$ cat src/rtl/frogger_game_seq_if.sv
`default_nettype none
// +----------------------------------------------------------------------------+
// | Module      : frogger_game_seq_if                                          |
// | Description : Player-input / game-status bundle of the game sequencer.     |
// |               Carries `pause` only when FROGGER_PAUSE_EN is defined.       |
// | Revision    : 1.0                                                          |
// +----------------------------------------------------------------------------+
interface frogger_game_seq_if;
    logic       start;
    logic       collided;
    logic       goal_reached;
`ifdef FROGGER_PAUSE_EN
    logic       pause;
`endif
    logic [2:0] state;
    logic       move_en;
    logic       respawn;
    logic [1:0] lives;
    logic [6:0] score;
    logic [3:0] level;
    logic [5:0] time_left;

`ifdef FROGGER_PAUSE_EN
    modport master (output start, collided, goal_reached, pause,
                    input  state, move_en, respawn, lives, score, level, time_left);
    modport slave  (input  start, collided, goal_reached, pause,
                    output state, move_en, respawn, lives, score, level, time_left);
`else
    modport master (output start, collided, goal_reached,
                    input  state, move_en, respawn, lives, score, level, time_left);
    modport slave  (input  start, collided, goal_reached,
                    output state, move_en, respawn, lives, score, level, time_left);
`endif
endinterface
`default_nettype wire

$ cat src/rtl/frogger_game_seq.sv
`default_nettype none
// +----------------------------------------------------------------------------+
// | Module      : frogger_game_seq                                             |
// | Description : Round lifecycle sequencer: lives, score, level, round timer. |
// |               Optional pause state enabled by macro FROGGER_PAUSE_EN.      |
// | Revision    : 1.0                                                          |
// +----------------------------------------------------------------------------+
module frogger_game_seq #(
    parameter int LIVES           = 3,
    parameter int TIME_LIMIT      = 40,
    parameter int CYCLES_PER_SEC  = 25000000,
    parameter int HOLD_CYCLES     = 12500000,
    parameter int GOALS_PER_LEVEL = 3
) (
    input  wire logic         clk,
    input  wire logic         rst,
    frogger_game_seq_if.slave bus
);
    localparam int SEC_W  = $clog2(CYCLES_PER_SEC + 1);
    localparam int HOLD_W = $clog2(HOLD_CYCLES + 1);
    localparam int GOAL_W = $clog2(GOALS_PER_LEVEL + 1);

    localparam logic [SEC_W-1:0]  c_SEC_LAST  = SEC_W'(CYCLES_PER_SEC - 1);
    localparam logic [HOLD_W-1:0] c_HOLD_LAST = HOLD_W'(HOLD_CYCLES - 1);
    localparam logic [GOAL_W-1:0] c_GOAL_LAST = GOAL_W'(GOALS_PER_LEVEL - 1);
    localparam logic [1:0]        c_LIVES     = 2'(LIVES);
    localparam logic [5:0]        c_TIME      = 6'(TIME_LIMIT);

    typedef enum logic [2:0] {
        ST_IDLE   = 3'd0,
        ST_PLAY   = 3'd1,
        ST_DYING  = 3'd2,
        ST_SCORED = 3'd3,
        ST_OVER   = 3'd4,
        ST_PAUSED = 3'd5
    } state_t;

    state_t              r_state, w_state;
    logic                r_start_q;
    logic                r_move_en, w_move_en;
    logic                r_respawn, w_respawn;
    logic [1:0]          r_lives, w_lives;
    logic [6:0]          r_score, w_score;
    logic [3:0]          r_level, w_level;
    logic [5:0]          r_time_left, w_time_left;
    logic [SEC_W-1:0]    r_sec, w_sec;
    logic [HOLD_W-1:0]   r_hold, w_hold;
    logic [GOAL_W-1:0]   r_goals, w_goals;

    logic w_start_edge, w_sec_wrap, w_hold_done;
    assign w_start_edge = bus.start & ~r_start_q;
    assign w_sec_wrap   = (r_sec == c_SEC_LAST);
    assign w_hold_done  = (r_hold == c_HOLD_LAST);

`ifdef FROGGER_PAUSE_EN
    logic r_pause_q;
    logic w_pause_edge;
    assign w_pause_edge = bus.pause & ~r_pause_q;

    always_ff @(posedge clk) begin
        if (rst) r_pause_q <= 1'b0;
        else     r_pause_q <= bus.pause;
    end
`endif

    always_ff @(posedge clk) begin
        if (rst) begin
            r_state     <= ST_IDLE;
            r_start_q   <= 1'b0;
            r_move_en   <= 1'b0;
            r_respawn   <= 1'b0;
            r_lives     <= c_LIVES;
            r_score     <= '0;
            r_level     <= '0;
            r_time_left <= c_TIME;
            r_sec       <= '0;
            r_hold      <= '0;
            r_goals     <= '0;
        end else begin
            r_state     <= w_state;
            r_start_q   <= bus.start;
            r_move_en   <= w_move_en;
            r_respawn   <= w_respawn;
            r_lives     <= w_lives;
            r_score     <= w_score;
            r_level     <= w_level;
            r_time_left <= w_time_left;
            r_sec       <= w_sec;
            r_hold      <= w_hold;
            r_goals     <= w_goals;
        end
    end

    always_comb begin
        w_state     = r_state;
        w_respawn   = 1'b0;
        w_lives     = r_lives;
        w_score     = r_score;
        w_level     = r_level;
        w_time_left = r_time_left;
        w_sec       = r_sec;
        w_hold      = r_hold;
        w_goals     = r_goals;

        case (r_state)
            ST_IDLE, ST_OVER: begin
                if (w_start_edge) begin
                    w_state     = ST_PLAY;
                    w_respawn   = 1'b1;
                    w_lives     = c_LIVES;
                    w_score     = '0;
                    w_level     = '0;
                    w_goals     = '0;
                    w_time_left = c_TIME;
                    w_sec       = '0;
                    w_hold      = '0;
                end
            end
            ST_PLAY: begin
                w_sec       = w_sec_wrap ? '0 : r_sec + 1'b1;
                w_time_left = w_sec_wrap ? r_time_left - 1'b1 : r_time_left;
                // A timeout coinciding with a collision still costs a single life.
                if (bus.collided || (w_sec_wrap && r_time_left == 6'd1)) begin
                    w_state = ST_DYING;
                    w_lives = (r_lives != 2'd0) ? r_lives - 1'b1 : 2'd0;
                    w_hold  = '0;
                end else if (bus.goal_reached) begin
                    w_state = ST_SCORED;
                    w_score = (r_score >= 7'd99) ? 7'd99 : r_score + 1'b1;
                    w_hold  = '0;
                    if (r_goals == c_GOAL_LAST) begin
                        w_goals = '0;
                        if (r_level != 4'd15) w_level = r_level + 1'b1;
                    end else begin
                        w_goals = r_goals + 1'b1;
                    end
                end
`ifdef FROGGER_PAUSE_EN
                else if (w_pause_edge) begin
                    w_state     = ST_PAUSED;
                    w_sec       = r_sec;
                    w_time_left = r_time_left;
                end
`endif
            end
            ST_DYING, ST_SCORED: begin
                if (w_hold_done) begin
                    w_hold = '0;
                    if (r_state == ST_DYING && r_lives == 2'd0) begin
                        w_state = ST_OVER;
                    end else begin
                        w_state     = ST_PLAY;
                        w_respawn   = 1'b1;
                        w_time_left = c_TIME;
                        w_sec       = '0;
                    end
                end else begin
                    w_hold = r_hold + 1'b1;
                end
            end
`ifdef FROGGER_PAUSE_EN
            ST_PAUSED: begin
                if (w_pause_edge) w_state = ST_PLAY;
            end
`endif
            default: w_state = ST_IDLE;
        endcase

        w_move_en = (w_state == ST_PLAY);
    end

    assign bus.state     = r_state;
    assign bus.move_en   = r_move_en;
    assign bus.respawn   = r_respawn;
    assign bus.lives     = r_lives;
    assign bus.score     = r_score;
    assign bus.level     = r_level;
    assign bus.time_left = r_time_left;
endmodule
`default_nettype wire

$ cat src/flat_wrapper.sv
// flat-port wrapper written by rule: the top's interface ports become plain ports
module frogger_game_seq_flat 
#(
    parameter int LIVES           = 3,
    parameter int TIME_LIMIT      = 40,
    parameter int CYCLES_PER_SEC  = 25000000,
    parameter int HOLD_CYCLES     = 12500000,
    parameter int GOALS_PER_LEVEL = 3
)
  (clk, rst, bus_start, bus_collided, bus_goal_reached, bus_state, bus_move_en, bus_respawn, bus_lives, bus_score, bus_level, bus_time_left);
  frogger_game_seq_if bus_i ();
  input  wire logic clk;
  input  wire logic rst;
  input wire logic [$bits(bus_i.start)-1:0] bus_start;
  input wire logic [$bits(bus_i.collided)-1:0] bus_collided;
  input wire logic [$bits(bus_i.goal_reached)-1:0] bus_goal_reached;
  output wire logic [$bits(bus_i.state)-1:0] bus_state;
  output wire logic [$bits(bus_i.move_en)-1:0] bus_move_en;
  output wire logic [$bits(bus_i.respawn)-1:0] bus_respawn;
  output wire logic [$bits(bus_i.lives)-1:0] bus_lives;
  output wire logic [$bits(bus_i.score)-1:0] bus_score;
  output wire logic [$bits(bus_i.level)-1:0] bus_level;
  output wire logic [$bits(bus_i.time_left)-1:0] bus_time_left;
  assign bus_i.start = bus_start;
  assign bus_i.collided = bus_collided;
  assign bus_i.goal_reached = bus_goal_reached;
  assign bus_state = bus_i.state;
  assign bus_move_en = bus_i.move_en;
  assign bus_respawn = bus_i.respawn;
  assign bus_lives = bus_i.lives;
  assign bus_score = bus_i.score;
  assign bus_level = bus_i.level;
  assign bus_time_left = bus_i.time_left;
  frogger_game_seq #(.LIVES(LIVES), .TIME_LIMIT(TIME_LIMIT), .CYCLES_PER_SEC(CYCLES_PER_SEC), .HOLD_CYCLES(HOLD_CYCLES), .GOALS_PER_LEVEL(GOALS_PER_LEVEL)) u_core (.clk(clk), .rst(rst), .bus(bus_i));
endmodule
$ cat config.mk
export PLATFORM = sky130hd
export DESIGN_NAME = frogger_game_seq_flat
export DESIGN_NICKNAME = d
export VERILOG_FILES = /design/src/rtl/frogger_game_seq_if.sv /design/src/rtl/frogger_game_seq.sv /design/src/flat_wrapper.sv
export SDC_FILE = /design/constraint.sdc
export NUM_CORES = 1
export LEC_CHECK = 0
export BUFFER_PORTS_ARGS = -buffer_cell sky130_fd_sc_hd__buf_2
export CAP_MARGIN = 5
export CELL_PAD_IN_SITES_DETAIL_PLACEMENT = 0
export CELL_PAD_IN_SITES_GLOBAL_PLACEMENT = 1
export CORE_ASPECT_RATIO = 1.2
export CORE_MARGIN = 2
export CORE_UTILIZATION = 45
export DETAILED_ROUTE_END_ITERATION = 10
export GPL_TIMING_DRIVEN = 0
export PLACE_DENSITY = 0.76
export SLEW_MARGIN = 15
export SYNTH_ARGS = -nofsm -noshare
export SYNTH_HDL_FRONTEND = slang
export SYNTH_SLANG_ARGS = --single-unit
$ cat constraint.sdc
create_clock -name clk -period 2.7 [get_ports clk]
set_input_delay 0.54 -clock clk [delete_from_list [all_inputs] [get_ports clk]]
set_output_delay 0.54 -clock clk [all_outputs]
set_load 0.05 [all_outputs]
==> results.txt, run 1 <==
Synth area leader: dfxtp_1
post-synth top area share: 0.380
DRT Wirelength: 10900 um
vias: 3842
Final period util: 0.966
Final Hold Vio Count: 0
Fmax: 383 MHz
# clock sinks: 76
clock slew at reported path FFs: 80 ps
Crit. End Element: register
first-pass GRT wire length: 18000 um
H-tree depth: 3
I/O pin total: 29
TritonCTS Buffers: 9
Initial DRC Count: 220
crit path kind: register to register
# rows: 37
sequential area share after synthesis: 0.380
CP startpoint: u_core.r_sec[0]
Post-synth EDFFs: 0
Max-Cap Viols: 0
RSZ-0062 raised after global routing: yes
CTS tree: done
Synth Cell Area: 4000 um^2
initial antenna violation count: 0
final core occ: 0.527
Tot GR Track Use: 0.233
n_diodes: 0
Final #Nets: 545
share of cells above drive strength 1: 0.135
Hold-fix buffers, CTS: 0
area delta synth->final: 13.3%
Startpoint Class: register
vias in the first global route: 3697
Yosys cell types: 63
Min Clock Period, post-route: 2610 ps
post-layout instance area: 4530 um^2
outcome: finished, final reports clean
synth warn: 0
WL/cell: 16.6 um
top cells by area, synth: dfxtp_1 38%, nor2_1 6.1%, nand3_1 4.9%, xnor2_1 4.4%, nand2_1 3.5%
FF-to-FF path depth: 8
required time of the critical path: 3010 ps
ys async rst share: 0
Worst Setup EP: u_core.r_goals[0]
leak pwr: 1.47 nW
placed instance count: 637
Hold Crit Class: primary input to register
power per cell area: 559 nW/um^2
Mapped Cells: 493
Worst Tran Pin Value: 740 ps
DIE WIDTH: 90.1 um
pin count of the biggest net entering global routing: 13
vias per cell: 5.86
slew margin rel.: 0.503
Clock Path Buffers: 2
Clock Latency Late Sink: 360 ps
Core ar.: 8610 um^2
Overflow after GRT: 0
drc violations: 0
FF-to-FF End: u_core.r_goals[0]
final setup vio count: 0
initial core utilization: 0.465
top_reg_cell synth: dfxtp_1
TritonRoute pass-1 iters: 5
die span in y: 107 um
fin. max-slew vios: 0
Setup WS pre-CTS: -176 ps
Worst Path Arrival: 2910 ps
Worst VDD drop: 0.330 mV
Cell Area, Placed: 4290 um^2
Post-Syn Nets: 504
Worst Skew: 8.95 ps
Yosys reg bits: 76
Die ar.: 9670 um^2
FF-to-FF setup slack: 90 ps
Detail Route Antenna Nets: 0
root buf cell: clkbuf_8
setup slack after layout: 91.2 ps
Min Hold Slack: 430 ps
r2r startpoint: u_core.r_sec[0]
non-filler cells, final: 656
Post-Syn Area per Cell: 8.12 um^2
Critical Path Fanout Max: 10
port bufs: 27
Placer Congestion: 0.881
Detailed Place HPWL: 7820 um
-- through the flow --
stage | total power (W) | TNS (ps)
after floorplan | 0.00147 | 0
after global placement | 0.00158 | -889
after detailed placement | 0.00158 | -1050
after CTS | 0.00255 | 0
after global routing | 0.00263 | -3620
final | 0.00253 | 0
-- repair_timing --
| action | in CTS | in global routing |
|---|---|---|
| gates cloned | 0 | 0 |
| setup endpoints to repair | 26 | 33 |
| pin swaps | 1 | 0 |
| buffers inserted | 3 | 0 |
| gates resized for setup | 1 | 2 |
-- cell usage in the layout (no fill, tap or decap), types with 4 or more instances in the layout --
| master | n |
|---|---|
| a211oi_1 | 6 |
| a21oi_1 | 27 |
| a22o_1 | 4 |
| a31oi_1 | 9 |
| and3_1 | 7 |
| and4_1 | 5 |
| buf_2 | 34 |
| clkbuf_1 | 11 |
| clkbuf_8 | 10 |
| dfxtp_1 | 76 |
| ha_1 | 6 |
| inv_1 | 12 |
| mux2i_1 | 4 |
| nand2_1 | 37 |
| nand3_1 | 39 |
| nand4_1 | 14 |
| nand4b_1 | 5 |
| nor2_1 | 65 |
| nor2b_1 | 5 |
| nor3_1 | 25 |
| nor4_1 | 14 |
| o21ai_0 | 14 |
| o21ai_1 | 11 |
| or3_1 | 8 |
| xnor2_1 | 20 |
| xor2_1 | 6 |
-- state kept, by name, summed over array words and instances (netlist names) --
signal	cells
u_core.bus.level	4
u_core.bus.lives	2
u_core.bus.move_en	1
u_core.r_start_q	1
u_core.bus.time_left	6
u_core.r_hold	24
u_core.r_sec	25
u_core.bus.score	7
u_core.r_goals	2
u_core.bus.respawn	1
u_core.bus.state	3
-- Yosys cell counts, types with 8 or more instances --
cell      instances
or3_1             8
inv_1            12
o21ai_0          14
nor3_1           25
a31oi_1           9
nand4_1          14
dfxtp_1          76
nand3_1          39
nand2_1          37
nor2_1           65
nor4_1           15
clkbuf_1         11
o21ai_1          11
a21oi_1          27
xnor2_1          20
-- per-layer routing --
layer / share of wire / global-route usage / routed length [um] / vias to the layer above
met2: 0.50 / 0.416 / 5510 / 82
li1: - / - / - / 1909
met3: 0.035 / 0.0273 / 384 / 19
met1: 0.44 / 0.278 / 4780 / 1832
met5: 0 / 0 / 0 / -
met4: 0.021 / 0.113 / 230 / 0
-- how the worst min path moves through the flow --
| stage | slack [ps] | depth (start not counted) | startpoint | end |
|---|---|---|---|---|
| after floorplan | 460 | 1 | u_core.r_hold[23] | u_core.r_hold[23] |
| after global placement | 470 | 2 | u_core.bus.level[3] | u_core.bus.level[3] |
| after detailed placement | 480 | 2 | u_core.bus.level[3] | u_core.bus.level[3] |
| after CTS | 420 | 2 | bus_start | u_core.r_start_q |
| after global routing | 460 | 2 | bus_start | u_core.r_start_q |
| final | 430 | 2 | bus_start | u_core.r_start_q |
-- worst max-delay path: stages, from the launching register on --
cell      delay [ps]
dfxtp_1          390
ha_1             210
and3_1           150
buf_2            210
nand4b_1         190
o31ai_2          650
o21ai_1          310
nor2_1           260
a22o_1           180
-- cells by family after synthesis --
logic type,after synthesis,share of synthesized area
XOR/XNOR,26,0.0569
AND/OR/NAND/NOR,249,0.327
multiplexers,4,0.0100
AO/OA/AOI/OAI,99,0.171
adder cells (fa/ha/maj),6,0.0187
buffers and inverters,33,0.0369
flip-flops,76,0.380
-- cell type report --
cell class	instances	area, um^2
fill	880	4080
multi-input combinational	384	2340
sequential	76	1520
timing repair buffer	30	158
tap	117	146
clock buffer	12	145
buffer	21	105
clock inverter	4	72.6
inverter	12	45.0
-- report_power, final --
part | switching (W) | internal [W] | total [W]
combinational | 0.000284 | 0.000106 | 0.000390
sequential | 0.0000247 | 0.00114 | 0.00117
clock | 0.000432 | 0.000545 | 0.000977
No activity file was read; power rests on OpenSTA's default activity.
==> inputs of run 2 (changes only) <==
--- a/config.mk
+++ b/config.mk
@@ -9,7 +9,6 @@
 export CAP_MARGIN = 5
 export CELL_PAD_IN_SITES_DETAIL_PLACEMENT = 0
 export CELL_PAD_IN_SITES_GLOBAL_PLACEMENT = 1
-export CORE_ASPECT_RATIO = 1.2
 export CORE_MARGIN = 2
 export CORE_UTILIZATION = 45
 export DETAILED_ROUTE_END_ITERATION = 10
==> run 2 against run 1 <==
- non-clock buffer count rose by 4
- sequential share of layout area down 0.14 points
- worst hold slack improved by 32 ps
- combinational power increased by 2%
- count of clock-buffer cells in the layout decreased by 2
- flip-flop and latch count is the same
- first-iteration DRC count is 34% lower
- largest cell class unchanged
- highest routed layer unchanged
==> results.txt, run 2 (same netlist as run 1, synthesis figures left out) <==
FF-to-FF path depth: 7 (was 8)
Fmax: 398 MHz (was 383 MHz)
Overflow after GRT: 0 (unchanged)
Worst Path Arrival: 2760 ps (was 2910 ps)
internal power: 0.00170 W (was 0.00179 W)
Detail Route Antenna Nets: 0 (unchanged)
Reg power frac: 0.479 (was 0.461)
DRT Wirelength: 11000 um (was 10900 um)
port bufs: 27 (unchanged)
most common cell after layout, fill and taps aside: dfxtp_1 (unchanged)
Core ar.: 8680 um^2 (was 8610 um^2)
max reg flops: 25 (unchanged)
CP peak stage delay: 510 ps (was 650 ps)
TritonRoute pass-1 iters: 5 (unchanged)
die span in y: 98.3 um (was 107 um)
Min Clock Period, post-route: 2510 ps (was 2610 ps)
fin. max-slew vios: 0 (unchanged)
FF-to-FF End: u_core.bus.score[0] (was u_core.r_goals[0])
Psw: 0.000745 W (was 0.000740 W)
vias per cell: 5.97 (was 5.86)
clock slew at reported path FFs: 80 ps (about the same)
H-tree depth: 3 (unchanged)
WL/cell: 16.9 um (was 16.6 um)
clock share of power: 0.358 (was 0.385)
Worst Tran Pin Value: 734 ps (was 740 ps)
Detailed Place HPWL: 7780 um (was 7820 um)
r2r startpoint: u_core.bus.state[0] (was u_core.r_sec[0])
Final #Nets: 549 (was 545)
Startpoint Class: register (unchanged)
crit-path cells: nand2b_1 -> nor2_1 -> clkbuf_1 -> nand2_1 -> o21ai_1 -> nor2_1 -> a22o_1 (was ha_1 -> and3_1 -> buf_2 -> nand4b_1 -> o31ai_2 -> o21ai_1 -> nor2_1 -> a22o_1)
RSZ-0062 raised after global routing: no (was yes)
FF-to-FF setup slack: 190 ps (was 90 ps)
Die ar.: 9670 um^2 (about the same)
Clock Latency Late Sink: 350 ps (was 360 ps)
Tot GR Track Use: 0.237 (was 0.233)
cell family with most CP delay: simple AND/OR/NAND/NOR gates (was compound AO/OA/AOI/OAI gates)
share of cells above drive strength 1: 0.148 (was 0.135)
Clock Path Buffers: 2 (unchanged)
required time of the critical path: 2950 ps (was 3010 ps)
Net Sw Frac: 0.305 (was 0.292)
crit path kind: register to register (unchanged)
setup TNS: 0 ps (unchanged)
Slowest cell on crit path: dfxtp_1 (was o31ai_2)
vias: 3882 (was 3842)
Max-Cap Viols: 0 (unchanged)
worst path bufs/invs: 1 (unchanged)
# rows: 34 (was 37)
initial antenna violation count: 0 (unchanged)
leak pwr: 1.48 nW (was 1.47 nW)
Initial DRC Count: 146 (was 220)
Crit. End Element: register (unchanged)
DIE WIDTH: 98.3 um (was 90.1 um)
Final period util: 0.931 (was 0.966)
slew margin rel.: 0.507 (was 0.503)
WHS Endpoint: u_core.r_start_q (unchanged)
first-pass GRT wire length: 18600 um (was 18000 um)
outcome: finished, final reports clean (unchanged)
Final Hold Vio Count: 0 (unchanged)
I/O pin total: 29 (unchanged)
final setup vio count: 0 (unchanged)
Hold Crit Class: primary input to register (unchanged)
Placer Congestion: 0.943 (was 0.881)
Worst VDD drop: 0.232 mV (was 0.330 mV)
CTS tree: done (unchanged)
Biggest register: u_core.r_sec (unchanged)
Worst Skew: 13.9 ps (was 8.95 ps)
root buf cell: clkbuf_8 (unchanged)
pin count of the biggest net entering global routing: 13 (unchanged)
initial core utilization: 0.461 (was 0.465)
n_diodes: 0 (unchanged)
# clock sinks: 76 (unchanged)
part of the power in combinational logic: 0.163 (was 0.154)
Worst Min Path Start: bus_start (unchanged)
drc violations: 0 (unchanged)
area delta synth->final: 13.7% (was 13.3%)
TritonCTS Buffers: 9 (unchanged)
most frequent cell on the critical path: nor2_1
power per cell area: 536 nW/um^2 (was 559 nW/um^2)
Final Total Pwr: 0.00244 W (was 0.00253 W)
Critical Path Fanout Max: 10 (unchanged)
most frequent cells in the layout: 76 x dfxtp_1, 65 x nor2_1, 39 x nand3_1, 36 x nand2_1, 34 x buf_2 (was 76 x dfxtp_1, 65 x nor2_1, 39 x nand3_1, 37 x nand2_1, 34 x buf_2)
hold path cells: 2 (unchanged)
vias in the first global route: 3678 (was 3697)
Hold-fix buffers, CTS: 0 (unchanged)
==> run 2: area by class of cell <==
cell class | instances | area [um^2]
fill | 870 | 4130
multi-input combinational | 384 | 2370
sequential | 76 | 1520
timing repair buffer | 34 | 188
clock buffer | 10 | 138
tap | 108 | 135
buffer | 21 | 104
clock inverter | 5 | 52.6
inverter | 12 | 45.0
==> run 2: power by group through the flow <==
stage	registers (W)	logic, W	clock network, W
2_1_floorplan	0.00125	0.000223	0
3_3_place_gp	0.00119	0.000382	0
3_5_place_dp	0.00119	0.000384	0
4_1_cts	0.00117	0.000394	0.000897
5_1_grt	0.00117	0.000438	0.000946
6_report	0.00117	0.000398	0.000875
==> run 2: repair_timing <==
| action | CTS | global route |
|---|---|---|
| pin swaps | 1 | 1 |
| setup endpoints to repair | 34 | 32 |
| setup buffers | 4 | 3 |
| gates resized for setup | 1 | 5 |
==> run 2: worst reg2reg max path: stages (launching register included) <==
cell	delay [ps]
dfxtp_1	510
nand2b_1	170
nor2_1	240
clkbuf_1	430
nand2_1	230
o21ai_1	440
nor2_1	140
a22o_1	250
==> run 2: worst max-delay path by stage <==
stage                                   start                      end  cells past startpoint
after floorplan           u_core.bus.state[1]         u_core.r_sec[11]                      7
after CTS                     u_core.r_sec[0]         u_core.r_sec[14]                      9
after global routing         u_core.r_hold[0]          u_core.r_sec[5]                      9
after detailed placement     u_core.r_hold[6]  u_core.bus.time_left[4]                      6
final                     u_core.bus.state[0]      u_core.bus.score[0]                      7
after global placement       u_core.r_hold[6]  u_core.bus.time_left[2]                      6
==> run 2: per-stage QoR <==
step           setup slack (ps)  instances  area, um^2  hold slack [ps]   util
3_5_place_dp               -146        628        4270              487  0.493
3_3_place_gp               -185        628        4270              475  0.493
2_1_floorplan               315        493        4000              462      -
6_report                    185        650        4550              462  0.525
5_1_grt                    8.24        650        4550              473  0.525
4_1_cts                    1.38        647        4500              452  0.518
==> run 2: routing by layer <==
| layer | global-route usage | vias up | routed length [um] |
|---|---|---|---|
| li1 | - | 1919 | - |
| met5 | 0 | - | 0 |
| met1 | 0.332 | 1855 | 5440 |
| met2 | 0.373 | 95 | 4930 |
| met4 | 0.0832 | 0 | 189 |
| met3 | 0.0358 | 13 | 418 |
